$ cat config.mk
export PLATFORM = sky130hd
export DESIGN_NAME = wdg_wb_initiator_flat
export DESIGN_NICKNAME = d
export VERILOG_FILES = /design/src/rtl/wdg_wb_initiator_pkg.sv /design/src/rtl/wdg_wb_initiator_if.sv /design/src/rtl/wdg_wb_initiator_term_timer.sv /design/src/rtl/wdg_wb_initiator.sv /design/src/flat_wrapper.sv
export SDC_FILE = /design/constraint.sdc
export NUM_CORES = 1
export LEC_CHECK = 0
export ABC_CLOCK_PERIOD_IN_PS = 3500
export CAP_MARGIN = 10
export CORE_MARGIN = 2
export CORE_UTILIZATION = 35
export CTS_CLUSTER_SIZE = 16
export DETAILED_ROUTE_END_ITERATION = 12
export PLACE_DENSITY = 0.74
export RECOVER_POWER = 100
export SYNTH_ARGS = -nofsm -noshare
export SYNTH_HDL_FRONTEND = slang
export SYNTH_HIERARCHICAL = 1
export SYNTH_SLANG_ARGS = --single-unit
$ cat constraint.sdc
create_clock -name clk -period 3.5 [get_ports clk]
set_clock_uncertainty 0.1 [all_clocks]
set_input_delay 0.7 -clock clk [delete_from_list [all_inputs] [get_ports clk]]
set_output_delay 0.7 -clock clk [all_outputs]
set_load 0.02 [all_outputs]
$ cat src/rtl/wdg_wb_initiator_pkg.sv
// Shared encodings for the watchdog Wishbone initiator: response status, FSM states
// and the symbolic register addresses used by command sequencers.
package wdg_wb_initiator_pkg;

   typedef enum logic [1:0] {
      ST_OK      = 2'b00,
      ST_ERR     = 2'b01,
      ST_TIMEOUT = 2'b10,
      ST_RTY_EXH = 2'b11
   } status_t;

   typedef enum logic [2:0] {
      IDLE,
      REQ,
      WAIT,
      BACKOFF,
      RESP
   } state_t;

   localparam logic [1:0] ADR_WDCSR = 2'd0;
   localparam logic [1:0] ADR_WDCNT = 2'd1;

endpackage

$ cat src/rtl/wdg_wb_initiator_if.sv
// Command, response and Wishbone signals of the watchdog initiator.
// master is the initiator's view, slave is the view of everything around it.
interface wdg_wb_initiator_if #(
   parameter int ADDRESS_WIDTH = 2,
   parameter int DATA_WIDTH    = 32
);
   localparam int SEL_WIDTH = DATA_WIDTH / 8;

   logic                     i_cmd_valid;
   logic                     o_cmd_ready;
   logic                     i_cmd_we;
   logic [ADDRESS_WIDTH-1:0] i_cmd_adr;
   logic [DATA_WIDTH-1:0]    i_cmd_dat;
   logic [SEL_WIDTH-1:0]     i_cmd_sel;
   logic                     o_rsp_valid;
   logic                     i_rsp_ready;
   logic [DATA_WIDTH-1:0]    o_rsp_dat;
   logic [1:0]               o_rsp_status;
   logic                     o_wb_cyc;
   logic                     o_wb_stb;
   logic                     i_wb_stall;
   logic [ADDRESS_WIDTH-1:0] o_wb_adr;
   logic                     o_wb_we;
   logic [DATA_WIDTH-1:0]    o_wb_dat;
   logic [SEL_WIDTH-1:0]     o_wb_sel;
   logic                     i_wb_ack;
   logic                     i_wb_err;
   logic                     i_wb_rty;
   logic [DATA_WIDTH-1:0]    i_wb_dat;

   modport master (
      input  i_cmd_valid, i_cmd_we, i_cmd_adr, i_cmd_dat, i_cmd_sel, i_rsp_ready,
      input  i_wb_stall, i_wb_ack, i_wb_err, i_wb_rty, i_wb_dat,
      output o_cmd_ready, o_rsp_valid, o_rsp_dat, o_rsp_status,
      output o_wb_cyc, o_wb_stb, o_wb_adr, o_wb_we, o_wb_dat, o_wb_sel
   );

   modport slave (
      output i_cmd_valid, i_cmd_we, i_cmd_adr, i_cmd_dat, i_cmd_sel, i_rsp_ready,
      output i_wb_stall, i_wb_ack, i_wb_err, i_wb_rty, i_wb_dat,
      input  o_cmd_ready, o_rsp_valid, o_rsp_dat, o_rsp_status,
      input  o_wb_cyc, o_wb_stb, o_wb_adr, o_wb_we, o_wb_dat, o_wb_sel
   );

endinterface

$ cat src/rtl/wdg_wb_initiator_term_timer.sv
// wb_term_timer: per-attempt bus cycle counter; expired is high during the last
// allowed cycle of an attempt. Saturates instead of wrapping.
module wb_term_timer #(
   parameter int TIMEOUT_CYCLES = 16
) (
   input  logic clk,
   input  logic res,
   input  logic clear,
   input  logic enable,
   output logic expired
);
   localparam int CW = $clog2(TIMEOUT_CYCLES);
   localparam logic [CW-1:0] LAST = CW'(TIMEOUT_CYCLES - 1);

   logic [CW-1:0] count;

   always_ff @(posedge clk or posedge res) begin
      if (res) begin
         count <= '0;
      end else if (clear) begin
         count <= '0;
      end else if (enable && count != LAST) begin
         count <= count + CW'(1);
      end
   end

   assign expired = (count == LAST);

endmodule

$ cat src/rtl/wdg_wb_initiator.sv
// Single-beat Wishbone pipelined initiator for the watchdog register file, with
// retry on rty, per-attempt timeout and a registered valid/ready response channel.
module wdg_wb_initiator
   import wdg_wb_initiator_pkg::*;
#(
   parameter int ADDRESS_WIDTH  = 2,
   parameter int DATA_WIDTH     = 32,
   parameter int TIMEOUT_CYCLES = 16,
   parameter int MAX_RETRIES    = 3
) (
   input logic                clk,
   input logic                res,
   wdg_wb_initiator_if.master bus
);
   localparam int SEL_WIDTH = DATA_WIDTH / 8;
   localparam int RW = (MAX_RETRIES > 0) ? $clog2(MAX_RETRIES + 1) : 1;
   localparam logic [RW-1:0] RETRY_LIMIT = RW'(MAX_RETRIES);

   state_t                   state_q, state_d;
   status_t                  status_q, status_d;
   logic [RW-1:0]            retry_q, retry_d;
   logic                     cyc_q, cyc_d, stb_q, stb_d;
   logic                     ready_q, ready_d, rsp_valid_q, rsp_valid_d;
   logic                     we_q, we_d;
   logic [ADDRESS_WIDTH-1:0] adr_q, adr_d;
   logic [DATA_WIDTH-1:0]    dat_q, dat_d, rsp_dat_q, rsp_dat_d;
   logic [SEL_WIDTH-1:0]     sel_q, sel_d;
   logic                     timer_clear, timer_expired;

   wb_term_timer #(
      .TIMEOUT_CYCLES(TIMEOUT_CYCLES)
   ) u_timer (
      .clk    (clk),
      .res    (res),
      .clear  (timer_clear),
      .enable ((state_q == REQ) || (state_q == WAIT)),
      .expired(timer_expired)
   );

   always_ff @(posedge clk or posedge res) begin
      if (res) begin
         state_q     <= IDLE;
         status_q    <= ST_OK;
         retry_q     <= '0;
         cyc_q       <= 1'b0;
         stb_q       <= 1'b0;
         ready_q     <= 1'b0;
         rsp_valid_q <= 1'b0;
         we_q        <= 1'b0;
         adr_q       <= '0;
         dat_q       <= '0;
         sel_q       <= '0;
         rsp_dat_q   <= '0;
      end else begin
         state_q     <= state_d;
         status_q    <= status_d;
         retry_q     <= retry_d;
         cyc_q       <= cyc_d;
         stb_q       <= stb_d;
         ready_q     <= ready_d;
         rsp_valid_q <= rsp_valid_d;
         we_q        <= we_d;
         adr_q       <= adr_d;
         dat_q       <= dat_d;
         sel_q       <= sel_d;
         rsp_dat_q   <= rsp_dat_d;
      end
   end

   // Every output is computed one cycle ahead so the bus sees only flop outputs.
   always_comb begin
      state_d     = state_q;
      status_d    = status_q;
      retry_d     = retry_q;
      cyc_d       = cyc_q;
      stb_d       = stb_q;
      ready_d     = ready_q;
      rsp_valid_d = rsp_valid_q;
      we_d        = we_q;
      adr_d       = adr_q;
      dat_d       = dat_q;
      sel_d       = sel_q;
      rsp_dat_d   = rsp_dat_q;
      timer_clear = 1'b0;
      unique case (state_q)
         IDLE: begin
            ready_d = 1'b1;
            if (ready_q && bus.i_cmd_valid) begin
               we_d        = bus.i_cmd_we;
               adr_d       = bus.i_cmd_adr;
               dat_d       = bus.i_cmd_dat;
               sel_d       = bus.i_cmd_sel;
               retry_d     = '0;
               timer_clear = 1'b1;
               ready_d     = 1'b0;
               cyc_d       = 1'b1;
               stb_d       = 1'b1;
               state_d     = REQ;
            end
         end
         REQ: begin
            if (timer_expired) begin
               cyc_d       = 1'b0;
               stb_d       = 1'b0;
               rsp_valid_d = 1'b1;
               rsp_dat_d   = '0;
               status_d    = ST_TIMEOUT;
               state_d     = RESP;
            end else if (!bus.i_wb_stall) begin
               stb_d   = 1'b0;
               state_d = WAIT;
            end
         end
         WAIT: begin
            if (bus.i_wb_err || bus.i_wb_rty || bus.i_wb_ack || timer_expired) begin
               cyc_d       = 1'b0;
               rsp_valid_d = 1'b1;
               rsp_dat_d   = '0;
               state_d     = RESP;
               if (bus.i_wb_err) begin
                  status_d = ST_ERR;
               end else if (bus.i_wb_rty) begin
                  if (retry_q < RETRY_LIMIT) begin
                     retry_d     = retry_q + RW'(1);
                     rsp_valid_d = 1'b0;
                     state_d     = BACKOFF;
                  end else begin
                     status_d = ST_RTY_EXH;
                  end
               end else if (bus.i_wb_ack) begin
                  status_d  = ST_OK;
                  rsp_dat_d = we_q ? '0 : bus.i_wb_dat;
               end else begin
                  status_d = ST_TIMEOUT;
               end
            end
         end
         BACKOFF: begin
            timer_clear = 1'b1;
            cyc_d       = 1'b1;
            stb_d       = 1'b1;
            state_d     = REQ;
         end
         RESP: begin
            if (bus.i_rsp_ready) begin
               rsp_valid_d = 1'b0;
               rsp_dat_d   = '0;
               status_d    = ST_OK;
               ready_d     = 1'b1;
               state_d     = IDLE;
            end
         end
         default: state_d = IDLE;
      endcase
   end

   assign bus.o_cmd_ready  = ready_q;
   assign bus.o_rsp_valid  = rsp_valid_q;
   assign bus.o_rsp_dat    = rsp_dat_q;
   assign bus.o_rsp_status = status_q;
   assign bus.o_wb_cyc     = cyc_q;
   assign bus.o_wb_stb     = stb_q;
   assign bus.o_wb_adr     = adr_q;
   assign bus.o_wb_we      = we_q;
   assign bus.o_wb_dat     = dat_q;
   assign bus.o_wb_sel     = sel_q;

endmodule
$ cat src/flat_wrapper.sv
// flat-port wrapper written by rule: the top's interface ports become plain ports
module wdg_wb_initiator_flat import wdg_wb_initiator_pkg::*;
#(
   parameter int ADDRESS_WIDTH  = 2,
   parameter int DATA_WIDTH     = 32,
   parameter int TIMEOUT_CYCLES = 16,
   parameter int MAX_RETRIES    = 3
)
  (clk, res, bus_i_cmd_valid, bus_i_cmd_we, bus_i_cmd_adr, bus_i_cmd_dat, bus_i_cmd_sel, bus_i_rsp_ready, bus_i_wb_stall, bus_i_wb_ack, bus_i_wb_err, bus_i_wb_rty, bus_i_wb_dat, bus_o_cmd_ready, bus_o_rsp_valid, bus_o_rsp_dat, bus_o_rsp_status, bus_o_wb_cyc, bus_o_wb_stb, bus_o_wb_adr, bus_o_wb_we, bus_o_wb_dat, bus_o_wb_sel);
  wdg_wb_initiator_if #(.ADDRESS_WIDTH(ADDRESS_WIDTH), .DATA_WIDTH(DATA_WIDTH)) bus_i ();
  input logic clk;
  input logic res;
  input wire logic [$bits(bus_i.i_cmd_valid)-1:0] bus_i_cmd_valid;
  input wire logic [$bits(bus_i.i_cmd_we)-1:0] bus_i_cmd_we;
  input wire logic [$bits(bus_i.i_cmd_adr)-1:0] bus_i_cmd_adr;
  input wire logic [$bits(bus_i.i_cmd_dat)-1:0] bus_i_cmd_dat;
  input wire logic [$bits(bus_i.i_cmd_sel)-1:0] bus_i_cmd_sel;
  input wire logic [$bits(bus_i.i_rsp_ready)-1:0] bus_i_rsp_ready;
  input wire logic [$bits(bus_i.i_wb_stall)-1:0] bus_i_wb_stall;
  input wire logic [$bits(bus_i.i_wb_ack)-1:0] bus_i_wb_ack;
  input wire logic [$bits(bus_i.i_wb_err)-1:0] bus_i_wb_err;
  input wire logic [$bits(bus_i.i_wb_rty)-1:0] bus_i_wb_rty;
  input wire logic [$bits(bus_i.i_wb_dat)-1:0] bus_i_wb_dat;
  output wire logic [$bits(bus_i.o_cmd_ready)-1:0] bus_o_cmd_ready;
  output wire logic [$bits(bus_i.o_rsp_valid)-1:0] bus_o_rsp_valid;
  output wire logic [$bits(bus_i.o_rsp_dat)-1:0] bus_o_rsp_dat;
  output wire logic [$bits(bus_i.o_rsp_status)-1:0] bus_o_rsp_status;
  output wire logic [$bits(bus_i.o_wb_cyc)-1:0] bus_o_wb_cyc;
  output wire logic [$bits(bus_i.o_wb_stb)-1:0] bus_o_wb_stb;
  output wire logic [$bits(bus_i.o_wb_adr)-1:0] bus_o_wb_adr;
  output wire logic [$bits(bus_i.o_wb_we)-1:0] bus_o_wb_we;
  output wire logic [$bits(bus_i.o_wb_dat)-1:0] bus_o_wb_dat;
  output wire logic [$bits(bus_i.o_wb_sel)-1:0] bus_o_wb_sel;
  assign bus_i.i_cmd_valid = bus_i_cmd_valid;
  assign bus_i.i_cmd_we = bus_i_cmd_we;
  assign bus_i.i_cmd_adr = bus_i_cmd_adr;
  assign bus_i.i_cmd_dat = bus_i_cmd_dat;
  assign bus_i.i_cmd_sel = bus_i_cmd_sel;
  assign bus_i.i_rsp_ready = bus_i_rsp_ready;
  assign bus_i.i_wb_stall = bus_i_wb_stall;
  assign bus_i.i_wb_ack = bus_i_wb_ack;
  assign bus_i.i_wb_err = bus_i_wb_err;
  assign bus_i.i_wb_rty = bus_i_wb_rty;
  assign bus_i.i_wb_dat = bus_i_wb_dat;
  assign bus_o_cmd_ready = bus_i.o_cmd_ready;
  assign bus_o_rsp_valid = bus_i.o_rsp_valid;
  assign bus_o_rsp_dat = bus_i.o_rsp_dat;
  assign bus_o_rsp_status = bus_i.o_rsp_status;
  assign bus_o_wb_cyc = bus_i.o_wb_cyc;
  assign bus_o_wb_stb = bus_i.o_wb_stb;
  assign bus_o_wb_adr = bus_i.o_wb_adr;
  assign bus_o_wb_we = bus_i.o_wb_we;
  assign bus_o_wb_dat = bus_i.o_wb_dat;
  assign bus_o_wb_sel = bus_i.o_wb_sel;
  wdg_wb_initiator #(.ADDRESS_WIDTH(ADDRESS_WIDTH), .DATA_WIDTH(DATA_WIDTH), .TIMEOUT_CYCLES(TIMEOUT_CYCLES), .MAX_RETRIES(MAX_RETRIES)) u_core (.clk(clk), .res(res), .bus(bus_i));
endmodule
; ---- Word level (Yosys, flattened, before mapping)
; Index checks and enable logic that the tools add are counted.
; W data, S select, Z words.
[op_classes]
n_addsub = 2
magnitude_cmp = 1
eq_ne = 15
muxes = 52
n_reduce_logical = 21
[ops]
columns = operator, n
row1 = $mux W32, 7
row2 = $pmux W32 S3, 1
row3 = $mux W2, 12
row4 = $mux W3, 8
row5 = $pmux W3 S5, 1
row6 = $mux W1, 14
row7 = $reduce_and A4 Y1, 3
row8 = $ne A2 B2 Y1 const B, 5
row9 = $mux W4, 2
row10 = $ne A4 B4 Y1 const B, 2
row11 = $eq A3 B2 Y1 const B, 2
row12 = $pmux W1 S3, 2
row13 = $pmux W2 S3, 1
row14 = $reduce_and A6 Y1, 1
row15 = $reduce_bool A2 Y1, 3
row16 = $reduce_bool A3 Y1, 2
row17 = $reduce_and A5 Y1, 1
row18 = $add A4 B1 Y4 const B, 1
row19 = $eq A4 B4 Y1 const B, 1
row20 = $logic_or A1 B1 Y1, 4
row21 = $ne A2 B1 Y1 const B, 2
row22 = $pmux W1 S2, 2
row23 = $pmux W1 S4, 1
row24 = $pmux W2 S2, 1
row25 = other kinds (10), 12
[word_totals]
regBits = 86
input_bits = 79
out_inout_bits = 77
word_cells = 104

; ---- Depth between registers and ports, before layout
[logic_depth]
word_depth = 6
ltp_mapped = 7

; ---- Hierarchy
; The synthesis kept the hierarchy.
[modules_own_cells]
columns = module, n_inst, cells_each, area_each_um2
row1 = wdg_wb_initiator, 1, 241, 3340.7
row2 = wb_term_timer, 1, 21, 232.7

; ---- Worst setup path after synthesis
; OpenSTA, ideal clock, no wires.
[synth_path]
path_type = input port to flip-flop
startpoint = in bus_i_rsp_ready
endpoint = reg u_core.rsp_dat_q[23] (netlist: u_core/bus.o_rsp_dat[23])
setup_time_ns = 0.121
t_arrival_ns = 1.705
t_required_ns = 3.279
path_slack_ns = 1.575
path_stages = 5
path_buffers = 1
path_cell_list = nor4bb_2 or3_4 nand2_4 buf_6 a22o_1
[synth_via]
elab_chain_cells = 2
[synth_lines]
columns = item, line
row1 = from (decl), flat_wrapper.sv:18  ; input wire logic [$bits(bus_i.i_rsp_ready)-1:0] bus_i_rsp_ready;
row2 = $ne A2 B2 Y1 (no source line), -
row3 = $reduce_and A4 Y1 (no source line), -
row4 = to (signal assigned), wdg_wb_initiator.sv:66  ; rsp_dat_q <= rsp_dat_d;
row5 = to (decl), wdg_wb_initiator.sv:26  ; logic [DATA_WIDTH-1:0] dat_q, dat_d, rsp_dat_q, rsp_dat_d;
; Every way passes these cells.
; A chain may end at the register's enable or synchronous reset.

; ---- Worst setup path after layout
[layout_path]
startpoint = reg u_core.u_timer.count[0]
endpoint = reg u_core.rsp_dat_q[13] (netlist: u_core/bus.o_rsp_dat[13])
[layout_via]
elab_chain_cells = 4
[layout_lines]
columns = item, line
row1 = from (decl), wdg_wb_initiator_term_timer.sv:15  ; logic [CW-1:0] count;
row2 = from (signal assigned), wdg_wb_initiator_term_timer.sv:23  ; count <= count + CW'(1);
row3 = $eq A4 B4 Y1 *, wdg_wb_initiator_term_timer.sv:27  ; assign expired = (count == LAST);
row4 = via u_core.timer_expired, wdg_wb_initiator.sv:28  ; logic timer_clear, timer_expired;
row5 = $logic_or A1 B1 Y1, wdg_wb_initiator.sv:115  ; if (bus.i_wb_err || bus.i_wb_rty || bus.i_wb_ack || timer_expired) begin
row6 = $ne A2 B2 Y1 (no source line), -
row7 = $reduce_and A4 Y1 (no source line) *, -
; Mark *: on every way through the listed nets, which the timed path passes. The rest lies on a longest branch.

==> metrics.txt <==
# TYPE chip_impl_metric gauge
chip_impl_info{name="status",value="finished with violations"} 1
chip_impl_info{name="violations",value="max-capacitance violations, max-slew violations"} 1
chip_impl_metric{name="power_leakage",unit="nW"} 2.43
chip_impl_metric{name="part_of_the_yosys_area_used_for_sequential_elements",unit="%"} 60.2
chip_impl_metric{name="post-route-period-util",unit="%"} 82.5
chip_impl_info{name="hold-path-endpoint",value="u_core/bus.o_wb_dat[31]"} 1
chip_impl_metric{name="worstMarginPinSlew",unit="ns"} 1.61
chip_impl_metric{name="post-synth-top-area-fraction",unit="%"} 60.2
chip_impl_metric{name="synth_adder_area_share",unit="%"} 0.700
chip_impl_metric{name="die_w",unit="um"} 105
chip_impl_metric{name="avgSynthCellArea",unit="um2"} 13.6
chip_impl_metric{name="reg2reg_slack",unit="ns"} 0.61
chip_impl_metric{name="reg2reg_depth",unit=""} 6
chip_impl_metric{name="worst_ep_required_time",unit="ns"} 3.68
chip_impl_metric{name="asyncSetResetFlopFracSynth",unit="%"} 100
chip_impl_info{name="grt_setup_unrepaired",value="false"} 1
chip_impl_metric{name="drv_slew",unit=""} 35
chip_impl_metric{name="cts.htree.levels",unit=""} 3
chip_impl_metric{name="final_weighted_congestion_in_routability_driven_placement",unit=""} 0.796
chip_impl_metric{name="grt_antenna_before_repair",unit=""} 0
chip_impl_info{name="setup.worst_path.end_class",value="flop"} 1
chip_impl_metric{name="crit_fanout",unit=""} 34
chip_impl_metric{name="drt_drc_violations_left",unit=""} 0
chip_impl_info{name="reg2reg_from",value="u_core/u_timer/count[0]"} 1
chip_impl_info{name="synth_top_cell_by_area",value="dfrtp_1"} 1
chip_impl_metric{name="tritoncts_num_sinks",unit=""} 86
chip_impl_metric{name="place_area",unit="mm2"} 0.00525
chip_impl_info{name="crit_chain",value="ha_1 > and3_1 > nor4_1 > nand2_1 > nand2_2 > a22o_1"} 1
chip_impl_metric{name="cts.hold.buffers_added",unit=""} 0
chip_impl_metric{name="drt_wl_total",unit="um"} 8810
chip_impl_info{name="clock_tree.root_cell",value="clkbuf_8"} 1
chip_impl_metric{name="final_critical_delay_including_setup_and_external_delays",unit="ns"} 2.89
chip_impl_metric{name="timing.slew.headroom",unit="%"} -8.21
chip_impl_metric{name="synthesis.nets",unit=""} 343
chip_impl_metric{name="layout.cells.non_filler",unit=""} 556
chip_impl_metric{name="synthXorXnorAreaFrac",unit="%"} 0
chip_impl_info{name="cts_tree",value="yes"} 1
chip_impl_metric{name="synth.area.mux_share",unit="%"} 13.0
chip_impl_metric{name="synth-edff-count",unit=""} 0
chip_impl_metric{name="cts-buffers-inserted",unit=""} 9
chip_impl_info{name="critPathSlowestCell",value="nor4_1"} 1
chip_impl_metric{name="placedCellCount",unit=""} 539
chip_impl_metric{name="first_pass_grt_wire_length",unit="um"} 14300
chip_impl_metric{name="postLayoutCellArea",unit="mm2"} 0.00544
chip_impl_metric{name="setup_viol",unit=""} 0
chip_impl_metric{name="synth_compound_gate_area_share",unit="%"} 13.7
chip_impl_metric{name="routedWlPerCell",unit="um"} 15.8
chip_impl_metric{name="ios",unit=""} 156
chip_impl_metric{name="aggregate_negative_setup_slack",unit="ns"} 0
chip_impl_info{name="postSynth.topFlopCell",value="dfrtp_1"} 1
chip_impl_metric{name="worst-endpoint-arrival",unit="ns"} 3.06
chip_impl_metric{name="crit_path_max_incr_delay",unit="ns"} 0.71
chip_impl_metric{name="clkSlewWorstSetupHoldPaths",unit="ns"} 0.09
chip_impl_metric{name="syn-cell-area",unit="mm2"} 0.00357
chip_impl_metric{name="synthSimpleGateAreaFrac",unit="%"} 9.24
chip_impl_metric{name="ctsLongestPathBuffers",unit=""} 2
chip_impl_metric{name="number_of_global_route_vias_before_repair",unit=""} 2710
chip_impl_metric{name="power-per-cell-area",unit="mW/mm2"} 782
chip_impl_metric{name="die_height",unit="um"} 105
chip_impl_metric{name="number_of_instances_resized_during_post_cts_repair",unit=""} 0
chip_impl_info{name="synth_top_family_by_area",value="compound AO/OA/AOI/OAI gates"} 1
chip_impl_info{name="min-delay-start",value="u_core/bus.o_wb_dat[31]"} 1
chip_impl_metric{name="final_antenna_net_count",unit=""} 0
chip_impl_metric{name="worst_hold_path_cells",unit=""} 1
chip_impl_metric{name="via_count",unit=""} 2724
chip_impl_metric{name="maximum_clock_frequency",unit="MHz"} 346
chip_impl_metric{name="grt.overflow.total",unit=""} 0
chip_impl_info{name="holdCritPathClass",value="flop to flop"} 1
chip_impl_metric{name="core_region_area",unit="mm2"} 0.00986
chip_impl_metric{name="number_of_maximum_capacitance_violations",unit=""} 1
chip_impl_metric{name="layout-drive-gt1-share",unit="%"} 7.09
chip_impl_info{name="worst-setup-path-type",value="flop to flop"} 1
chip_impl_metric{name="port_buffers",unit=""} 155
chip_impl_metric{name="count_of_standard_cell_rows",unit=""} 36
chip_impl_metric{name="viasPerCell",unit=""} 4.90
chip_impl_info{name="setup.worst_path.start_class",value="flop"} 1
chip_impl_metric{name="synth.distinct_cells",unit=""} 45
chip_impl_metric{name="syn_inst",unit=""} 262
chip_impl_metric{name="global_route.usage.total",unit="%"} 16.3
chip_impl_metric{name="power",unit="mW"} 4.25
chip_impl_metric{name="detail_route.first_pass.iterations",unit=""} 7
chip_impl_metric{name="floorplan.die_area",unit="mm2"} 0.0110
chip_impl_metric{name="nNetsFinal",unit=""} 499
chip_impl_metric{name="vdd_drop_max",unit="mV"} 0.325
chip_impl_metric{name="clock_latency",unit="ns"} 0.34
chip_impl_info{name="worst_r2r_endpoint",value="u_core/bus.o_rsp_dat[13]"} 1
chip_impl_metric{name="dp.final_hpwl",unit="um"} 6670
chip_impl_metric{name="initialDrtViolationCount",unit=""} 113
chip_impl_metric{name="start_util",unit="%"} 36.2
chip_impl_metric{name="ys_seq_elements",unit=""} 86
chip_impl_metric{name="yosysWarningCount",unit=""} 6
chip_impl_metric{name="postCtsSetupRepairBufs",unit=""} 0
chip_impl_metric{name="area_delta_synth_final",unit="%"} 52.3
chip_impl_metric{name="antenna_cells",unit=""} 0
chip_impl_metric{name="post_route_utilization",unit="%"} 55.2
chip_impl_metric{name="timing.final.hold_violations",unit=""} 0
chip_impl_info{name="synthTopCellsByArea",value="dfrtp_1 (60%), mux2_1 (12%), a22o_1 (8.1%), a21oi_1 (1.4%), buf_2 (1.1%)"} 1
chip_impl_metric{name="pin_count_of_the_biggest_net_entering_global_routing",unit=""} 49
## cells in the final DEF (no fill, tap or decap), types with 4 or more instances in the layout
cell / count
dfrtp_1: 86
dlygate4sd3_1: 78
clkdlybuf4s50_1: 77
mux2_1: 39
a22o_1: 33
clkbuf_8: 10
nand2_1: 10
a21oi_1: 10
nor2_1: 7
inv_1: 6
o21ai_0: 6
nor2b_1: 5
nand2b_1: 4
## area by class of cell
cell class,count,area (um2)
flip-flops and latches,86,2150
multi-input cells,155,1280
clock buffers,10,138
fillers,808,4420
clock inverters,6,75.1
well taps,133,166
repair buffers,159,1610
inverters,7,27.5
## metal layers
metal | global-route usage (%) | vias up | part of all wire, %
met1 | 20.7 | 1370 | 44
met2 | 28.2 | 77 | 52
met5 | 0 | - | 0
met4 | 3.14 | 0 | 0.41
met3 | 4.18 | 4 | 3.9
li1 | - | 1273 | -
## metrics by stage
stage	setup slack (ns)	hold slack, ns
after CTS	0.917	0.400
after detailed placement	0.741	0.381
after global placement	0.811	0.375
after global routing	0.507	0.400
after floorplan	0.592	0.366
final	0.614	0.390
## state kept, by name, indices dropped and copies added (netlist names)
| register | count |
|---|---|
| u_core/bus.o_rsp_status | 2 |
| u_core/bus.o_rsp_valid | 1 |
| u_core/bus.o_wb_dat | 32 |
| u_core/bus.o_cmd_ready | 1 |
| u_core/bus.o_rsp_dat | 32 |
| u_core/bus.o_wb_stb | 1 |
| u_core/bus.o_wb_cyc | 1 |
| u_core/bus.o_wb_sel | 4 |
| u_core/state_q | 3 |
| u_core/bus.o_wb_we | 1 |
| u_core/u_timer/count | 4 |
| u_core/retry_q | 2 |
| u_core/bus.o_wb_adr | 2 |
## logic make-up after synthesis
group,Yosys count
buffers and inverters,21
DFF,86
and+or+nand+nor,49
adders and majority gates,2
muxes,41
AOI/OAI and AO/OA,63
## worst max-delay path by stage
| stage | from | endpoint | cells after the start |
|---|---|---|---|
| floorplan | res | u_core/bus.o_cmd_ready | 1 |
| CTS | u_core/state_q[1] | u_core/bus.o_rsp_dat[28] | 3 |
| global placement | bus_i_wb_rty | u_core/bus.o_rsp_dat[5] | 4 |
| finish | u_core/u_timer/count[0] | u_core/bus.o_rsp_dat[13] | 6 |
| detailed placement | bus_i_wb_rty | u_core/bus.o_rsp_dat[23] | 4 |
| global route | u_core/u_timer/count[0] | u_core/bus.o_rsp_dat[13] | 6 |
## synth_stat cells (3+ instances only)
cell	number
nand3_1	3
buf_6	3
nor2b_1	4
or2_2	3
nor2_1	7
inv_1	7
o21ai_0	6
a21oi_1	10
mux2_1	39
buf_2	8
clkbuf_1	3
nand2_1	10
a22o_1	33
nor3_1	3
dfrtp_1	86
nand2b_1	4
## worst max-delay path, delay by kind of cell, from the launching register on
kind                     cells  cell delay (ns)
flip-flops                   1             0.42
AND/OR/NAND/NOR              4             1.78
AO/OA/AOI/OAI                1             0.26
adder cells (fa/ha/maj)      1             0.24
## where the power goes
| group | leakage (nW) | switching [mW] | internal (mW) | total, mW |
|---|---|---|---|---|
| Combinational | 1.24 | 0.996 | 0.909 | 1.91 |
| Clock | 0.106 | 0.371 | 0.362 | 0.734 |
| Sequential | 1.09 | 0.250 | 1.37 | 1.62 |
| Total | 2.43 | 1.62 | 2.64 | 4.25 |
Note: power is estimated with default switching activity, not from simulation.
